## config.mk

```make
export PLATFORM = sky130hd
export DESIGN_NAME = sysarr_feeder_flat
export DESIGN_NICKNAME = d
export VERILOG_FILES = /design/src/rtl/sysarr_feeder_if.sv /design/src/rtl/sysarr_feeder.sv /design/src/flat_wrapper.sv
export SDC_FILE = /design/constraint.sdc
export NUM_CORES = 1
export LEC_CHECK = 0
export CORE_MARGIN = 10
export CORE_UTILIZATION = 25
export DETAILED_ROUTE_END_ITERATION = 6
export SYNTH_ARGS = -nofsm -noshare
export SYNTH_HDL_FRONTEND = slang
export SYNTH_SLANG_ARGS = --single-unit
```

## constraint.sdc

```tcl
create_clock -name clock -period 5.3 [get_ports clock]
set_input_delay 1.06 -clock clock [delete_from_list [all_inputs] [get_ports clock]]
set_output_delay 1.06 -clock clock [all_outputs]
set_load 0.02 [all_outputs]
```

## src/rtl/sysarr_feeder_if.sv

```systemverilog
// Load handshake and skewed lane outputs of the systolic-array feeder.
// The feeder takes the slave side; the upstream loader and lane consumer take the master side.
interface sysarr_feeder_if #(
  parameter int n = 15
);
  localparam int W = n + 1;

  logic             in_valid;
  logic             in_ready;
  logic [3*W-1:0]   in_a_row;
  logic [3*W-1:0]   in_b_col;
  logic [W-1:0]     a_out0;
  logic [W-1:0]     a_out1;
  logic [W-1:0]     a_out2;
  logic [W-1:0]     b_out0;
  logic [W-1:0]     b_out1;
  logic [W-1:0]     b_out2;
  logic             stream_valid;
  logic             busy;
  logic             done;

  modport master (
    output in_valid, in_a_row, in_b_col,
    input  in_ready, a_out0, a_out1, a_out2, b_out0, b_out1, b_out2,
    input  stream_valid, busy, done
  );

  modport slave (
    input  in_valid, in_a_row, in_b_col,
    output in_ready, a_out0, a_out1, a_out2, b_out0, b_out1, b_out2,
    output stream_valid, busy, done
  );
endinterface

```

## src/rtl/sysarr_feeder.sv

```systemverilog
// Stores a 3x3 A (by rows) and B (by columns), then streams them diagonally skewed
// into the systolic array edges, waits for the array to drain and pulses done.
module sysarr_feeder #(
  parameter int n            = 15,
  parameter int DRAIN_CYCLES = 6
) (
  input  logic           clock,
  input  logic           reset,
  sysarr_feeder_if.slave bus
);
  localparam int W  = n + 1;
  localparam int DW = (DRAIN_CYCLES > 1) ? $clog2(DRAIN_CYCLES) : 1;

  typedef enum logic [1:0] {
    LOAD,
    STREAM,
    DRAIN,
    DONE
  } state_t;

  state_t         state_reg, state_next;
  logic [1:0]     beat_reg, beat_next;
  logic [2:0]     t_reg, t_next;
  logic [DW-1:0]  drain_reg, drain_next;
  logic           ready_reg, ready_next;
  logic           stream_valid_reg, stream_valid_next;
  logic           busy_reg, busy_next;
  logic           done_reg, done_next;
  logic           accept;

  logic [W-1:0]   a_mem [3][3];
  logic [W-1:0]   b_mem [3][3];
  logic [W-1:0]   a_lane_reg [3];
  logic [W-1:0]   a_lane_next [3];
  logic [W-1:0]   b_lane_reg [3];
  logic [W-1:0]   b_lane_next [3];

  // Ready is registered, but masked by reset so nothing is offered while reset is held.
  assign bus.in_ready = ready_reg & ~reset;
  assign accept       = bus.in_valid & bus.in_ready;

  always_ff @(posedge clock) begin
    if (reset) begin
      state_reg        <= LOAD;
      beat_reg         <= 2'd0;
      t_reg            <= 3'd0;
      drain_reg        <= '0;
      ready_reg        <= 1'b1;
      stream_valid_reg <= 1'b0;
      busy_reg         <= 1'b0;
      done_reg         <= 1'b0;
      for (int i = 0; i < 3; i++) begin
        a_lane_reg[i] <= '0;
        b_lane_reg[i] <= '0;
      end
    end else begin
      state_reg        <= state_next;
      beat_reg         <= beat_next;
      t_reg            <= t_next;
      drain_reg        <= drain_next;
      ready_reg        <= ready_next;
      stream_valid_reg <= stream_valid_next;
      busy_reg         <= busy_next;
      done_reg         <= done_next;
      for (int i = 0; i < 3; i++) begin
        a_lane_reg[i] <= a_lane_next[i];
        b_lane_reg[i] <= b_lane_next[i];
      end
    end
  end

  always_comb begin
    state_next = state_reg;
    beat_next  = beat_reg;
    t_next     = t_reg;
    drain_next = drain_reg;
    unique case (state_reg)
      LOAD: begin
        if (accept) begin
          beat_next = beat_reg + 2'd1;
          if (beat_reg == 2'd2) begin
            state_next = STREAM;
            t_next     = 3'd0;
          end
        end
      end
      STREAM: begin
        if (t_reg == 3'd4) begin
          state_next = DRAIN;
          drain_next = '0;
        end else begin
          t_next = t_reg + 3'd1;
        end
      end
      DRAIN: begin
        if (drain_reg == DW'(DRAIN_CYCLES - 1)) begin
          state_next = DONE;
        end else begin
          drain_next = drain_reg + 1'b1;
        end
      end
      DONE: begin
        state_next = LOAD;
        beat_next  = 2'd0;
        t_next     = 3'd0;
      end
    endcase
    ready_next        = (state_next == LOAD);
    stream_valid_next = (state_next == STREAM);
    busy_next         = (state_next != LOAD);
    done_next         = (state_next == DONE);
  end

  // Row/column storage; persists until the next load overwrites it.
  always_ff @(posedge clock) begin
    if (accept) begin
      for (int j = 0; j < 3; j++) begin
        a_mem[beat_reg][j] <= bus.in_a_row[j*W +: W];
        b_mem[j][beat_reg] <= bus.in_b_col[j*W +: W];
      end
    end
  end

  // Lane k shows element (t-k) of its row/column; outside 0..2 it is padded with +0.0.
  // At t=0 only beat-0 data is read, so the beat-2 write landing on the same edge is harmless.
  for (genvar gi = 0; gi < 3; gi++) begin : g_lane
    logic [2:0] idx;
    logic       hit;

    assign idx = t_next - 3'(gi);
    assign hit = (state_next == STREAM) && (t_next >= 3'(gi)) && (idx <= 3'd2);
    assign a_lane_next[gi] = hit ? a_mem[gi][idx[1:0]] : '0;
    assign b_lane_next[gi] = hit ? b_mem[idx[1:0]][gi] : '0;
  end

  assign bus.a_out0       = a_lane_reg[0];
  assign bus.a_out1       = a_lane_reg[1];
  assign bus.a_out2       = a_lane_reg[2];
  assign bus.b_out0       = b_lane_reg[0];
  assign bus.b_out1       = b_lane_reg[1];
  assign bus.b_out2       = b_lane_reg[2];
  assign bus.stream_valid = stream_valid_reg;
  assign bus.busy         = busy_reg;
  assign bus.done         = done_reg;
endmodule
```

## src/flat_wrapper.sv

```systemverilog
// flat-port wrapper written by rule: the top's interface ports become plain ports
module sysarr_feeder_flat 
#(
  parameter int n            = 15,
  parameter int DRAIN_CYCLES = 6
)
  (clock, reset, bus_in_valid, bus_in_a_row, bus_in_b_col, bus_in_ready, bus_a_out0, bus_a_out1, bus_a_out2, bus_b_out0, bus_b_out1, bus_b_out2, bus_stream_valid, bus_busy, bus_done);
  sysarr_feeder_if #(.n(n)) bus_i ();
  input  logic clock;
  input  logic reset;
  input wire logic [$bits(bus_i.in_valid)-1:0] bus_in_valid;
  input wire logic [$bits(bus_i.in_a_row)-1:0] bus_in_a_row;
  input wire logic [$bits(bus_i.in_b_col)-1:0] bus_in_b_col;
  output wire logic [$bits(bus_i.in_ready)-1:0] bus_in_ready;
  output wire logic [$bits(bus_i.a_out0)-1:0] bus_a_out0;
  output wire logic [$bits(bus_i.a_out1)-1:0] bus_a_out1;
  output wire logic [$bits(bus_i.a_out2)-1:0] bus_a_out2;
  output wire logic [$bits(bus_i.b_out0)-1:0] bus_b_out0;
  output wire logic [$bits(bus_i.b_out1)-1:0] bus_b_out1;
  output wire logic [$bits(bus_i.b_out2)-1:0] bus_b_out2;
  output wire logic [$bits(bus_i.stream_valid)-1:0] bus_stream_valid;
  output wire logic [$bits(bus_i.busy)-1:0] bus_busy;
  output wire logic [$bits(bus_i.done)-1:0] bus_done;
  assign bus_i.in_valid = bus_in_valid;
  assign bus_i.in_a_row = bus_in_a_row;
  assign bus_i.in_b_col = bus_in_b_col;
  assign bus_in_ready = bus_i.in_ready;
  assign bus_a_out0 = bus_i.a_out0;
  assign bus_a_out1 = bus_i.a_out1;
  assign bus_a_out2 = bus_i.a_out2;
  assign bus_b_out0 = bus_i.b_out0;
  assign bus_b_out1 = bus_i.b_out1;
  assign bus_b_out2 = bus_i.b_out2;
  assign bus_stream_valid = bus_i.stream_valid;
  assign bus_busy = bus_i.busy;
  assign bus_done = bus_i.done;
  sysarr_feeder #(.n(n), .DRAIN_CYCLES(DRAIN_CYCLES)) u_core (.clock(clock), .reset(reset), .bus(bus_i));
endmodule
```

==> key figures <==
Outcome
  • Status: finished, final reports clean

Timing
  • Final Max Slew Viols: 0
  • Final Setup Violations: 0
  • Skew final: 0.0226 ns
  • RSZ-0062 raised after global routing: no
  • Final hold violation count: 0
  • Total Negative Setup Slacks: 0 ns
  • Slew HR: 0.333
  • Tcrit/Tclk final: 0.738
  • Tmin final: 3.91 ns
  • Max Clock Freq: 256 MHz
  • Worst Max-Slew Pin Slew: 1.00 ns

Logic synthesis
  • Most instantiated library cell after synthesis: edfxtp_1
  • Synth Cell Area: 0.0147 mm²
  • Register area share after synthesis: 0.737
  • Yosys warns: 0
  • Top cell type's share of synthesized area: 0.588
  • Top post-synthesis cells by area: edfxtp_1 59%, dfxtp_1 15%, and3_1 3.4%
  • Avg Inst Size Synth: around 14 µm²
  • Cell taking the most area after synthesis: edfxtp_1
  • Mapped Cells: 1,026
  • Post-synth EDFFs: 288
  • Post-Synthesis Net Count: 1,139
  • Synthesized flop and latch total: 398
  • Post-synthesis async set-or-reset flop share: 0
  • Commonest cells in the netlist: 288 x edfxtp_1, 110 x dfxtp_1, 88 x nand2_1
  • Ys flop type: edfxtp_1
  • Netlist cell types: 44

Global route
  • Largest net degree at the start of global routing: 97
  • Vias in the first global route: around 9,100
  • First-pass GRT wire length: 61,500 µm
  • Global Route Usage Sum: 0.116
  • Grt ovf: 0
  • Initial antenna violation count: 6

Setup path
  • Crit. End Element: register
  • CP Max Fanout: 21
  • Crit Path Category: in2reg
  • CP peak stage delay: 0.72 ns
  • Worst EP arrival: 4.28 ns
  • Worst setup SP type: primary input
  • Slowest CP cell: a22oi_2
  • Required time worst endpoint: about 5.7 ns
  • Cell Chain, Critical Path: clkdlybuf4s50_1 -> nand4b_1 -> nand3_2 -> nand2_1 -> buf_4 -> ha_1 -> a211oi_1 -> a22oi_2 -> buf_4 -> nor4_1
  • R2R cell count: 11
  • Cell repeated most along the worst path: buf_4

Die
  • Die extent in x: 263 µm
  • Cell row count: 88
  • Die ar.: 0.0690 mm²
  • IO Pins: 199
  • Die height: 263 µm
  • Starting density of the core: 0.254
  • Core area: 0.0580 mm²

Clocking
  • Root Buffer Master: clkbuf_16
  • CTS Buf Count: 41
  • Clk slew on worst S/H paths: approximately 0.06 ns
  • Post-CTS Hold Fix Bufs: 0
  • Post-CTS sizing: 0
  • Number of H-tree levels: 2
  • TritonCTS clock tree: yes
  • CTS Sinks: between 300 and 400
  • Clock buffer depth: 3
  • Setup Buffers After CTS: 0
  • Clk_lat worst skew: between 0.5 and 0.6 ns

Power
  • Sw Share: 0.252
  • Overall power: ~0.0072 W
  • Comb power frac: 0.120
  • PwrDens: around 380 mW/mm²
  • Sequential share of power: 0.487
  • Psw: between 0.0015 and 0.002 W
  • Leakage power: 6.02 nW
  • Max VDD drop: 0.000191 V
  • Clock Power Share: 0.393
  • Int Pwr: 0.00536 W

Cells and area
  • NumNets Final: around 1,300
  • Area grow syn2layout: 28.3%
  • Fill count: 5,604
  • Fraction of layout cells with a size suffix above 1: 0.109
  • Top flop regs: u_core.a_mem x144, u_core.b_mem x144
  • Antenna Cells: 0

Placed design
  • # port buffers: 198
  • Gpl congestion: 0.728
  • Post-DP HPWL: 26,700 µm

Drt
  • WL final: 42,400 µm
  • Via/cell ratio: 4.57
  • 1st-iter DRT viols: 531
  • Vias: 9,147
  • DR pass1 iterations: 5
  • DRC: 0
  • Post-route ant nets: 0
  • Wirelength per Cell: 21.2 µm

Min path
  • Hold path cells: 2
  • Worst min path class: reg2reg

Flow run
  • Max Cap Viol: 0
[kinds of logic (layout without fill, tap and decap cells)]
kind of cell,Yosys count,in the layout,share of synthesized area
adder cells (fa/ha/maj),14,14,0.0119
buffers and inverters,96,308,0.0277
multiplexers,2,2,0.00136
AO/OA/AOI/OAI,254,254,0.133
flip-flops,398,398,0.737
AND/OR/NAND/NOR,262,262,0.0887
[cell usage in the layout, fill, tap and decap left out, types with 2 or more instances in the layout]
cell | Yosys | final
a22oi_2 | 0 | 2
a221oi_1 | 2 | 2
and3_4 | 0 | 2
clkdlybuf4s50_1 | 0 | 198
nand4b_1 | 2 | 2
bufinv_16 | 0 | 4
a21o_2 | 0 | 2
clkbuf_1 | 65 | 5
a311oi_1 | 16 | 16
a31oi_1 | 4 | 4
a21boi_0 | 64 | 64
mux2i_1 | 2 | 2
a221oi_2 | 30 | 30
a211oi_1 | 34 | 34
buf_12 | 0 | 3
and3b_1 | 2 | 2
nand2_1 | 88 | 88
nor2b_1 | 3 | 2
clkinv_1 | 0 | 9
nor4_1 | 16 | 16
o21ai_0 | 67 | 67
ha_1 | 14 | 13
nand3_1 | 22 | 20
clkinv_2 | 0 | 7
clkinvlp_4 | 0 | 2
clkinv_4 | 0 | 3
a21oi_1 | 22 | 21
inv_2 | 1 | 2
nor2_1 | 41 | 41
inv_6 | 0 | 3
clkbuf_16 | 0 | 41
edfxtp_1 | 288 | 288
buf_4 | 1 | 17
dfxtp_1 | 110 | 110
inv_1 | 14 | 12
and3_1 | 81 | 79
[cell type report]
| class | count | area, µm² | area share |
|---|---|---|---|
| clock buffer | 47 | 1060 | 0.0560 |
| inverter | 15 | 58.8 | 0.00311 |
| multi-input combinational | 532 | 3530 | 0.187 |
| tap | 765 | 957 | 0.0507 |
| sequential | 398 | 10900 | 0.575 |
| timing repair buffer | 218 | 2170 | 0.115 |
| clock inverter | 28 | 256 | 0.0136 |
[path summary, 6_finish.rpt]
| path | from | endpoint | slack [ns] |
|---|---|---|---|
| setup / recovery | bus_in_valid | u_core.b_lane_reg[0][36] | 1.39 |
| hold / removal | u_core.drain_reg[0] | u_core.drain_reg[0] | 0.51 |
| setup reg to reg | u_core.state_reg[0] | u_core.b_lane_reg[0][36] | 1.78 |
| hold reg to reg | u_core.drain_reg[0] | u_core.drain_reg[0] | 0.51 |
[critical path: cells and delay by family]
kind | cells | cell delay (ns)
simple gates | 4 | 0.88
fa+ha+maj | 1 | 0.33
compound gates | 2 | 0.78
buf+inv | 3 | 1.20
[per-stage QoR]
| step | hold WS (ns) | util | instances | setup slack, ns | area [µm²] |
|---|---|---|---|---|---|
| after CTS | 0.511 | 0.325 | 2003 | 1.43 | 18900 |
| after global placement | 0.468 | 0.303 | 1928 | 0.955 | 17600 |
| after detailed placement | 0.501 | 0.303 | 1928 | 0.880 | 17600 |
| final | 0.507 | 0.325 | 2003 | 1.39 | 18900 |
| after floorplan | 0.461 | - | 1026 | 0.570 | 14700 |
| after global routing | 0.539 | 0.325 | 2003 | 1.27 | 18900 |
[layer usage]
layer	share of wire	GRT usage	wire [µm]
met5	0.0016	0	67
met2	0.47	0.191	20100
met1	0.43	0.149	18100
met4	0.015	0.0280	654
met3	0.081	0.0329	3440
[power by group through the flow]
stage	combinational, W	clock, W	sequential [W]
2_1_floorplan	0.000461	0	0.00358
3_3_place_gp	0.000857	0	0.00356
3_5_place_dp	0.000875	0	0.00356
4_1_cts	0.000877	0.00290	0.00349
5_1_grt	0.000933	0.00303	0.00350
6_report	0.000859	0.00282	0.00349
No activity file was read; power rests on OpenSTA's default activity.
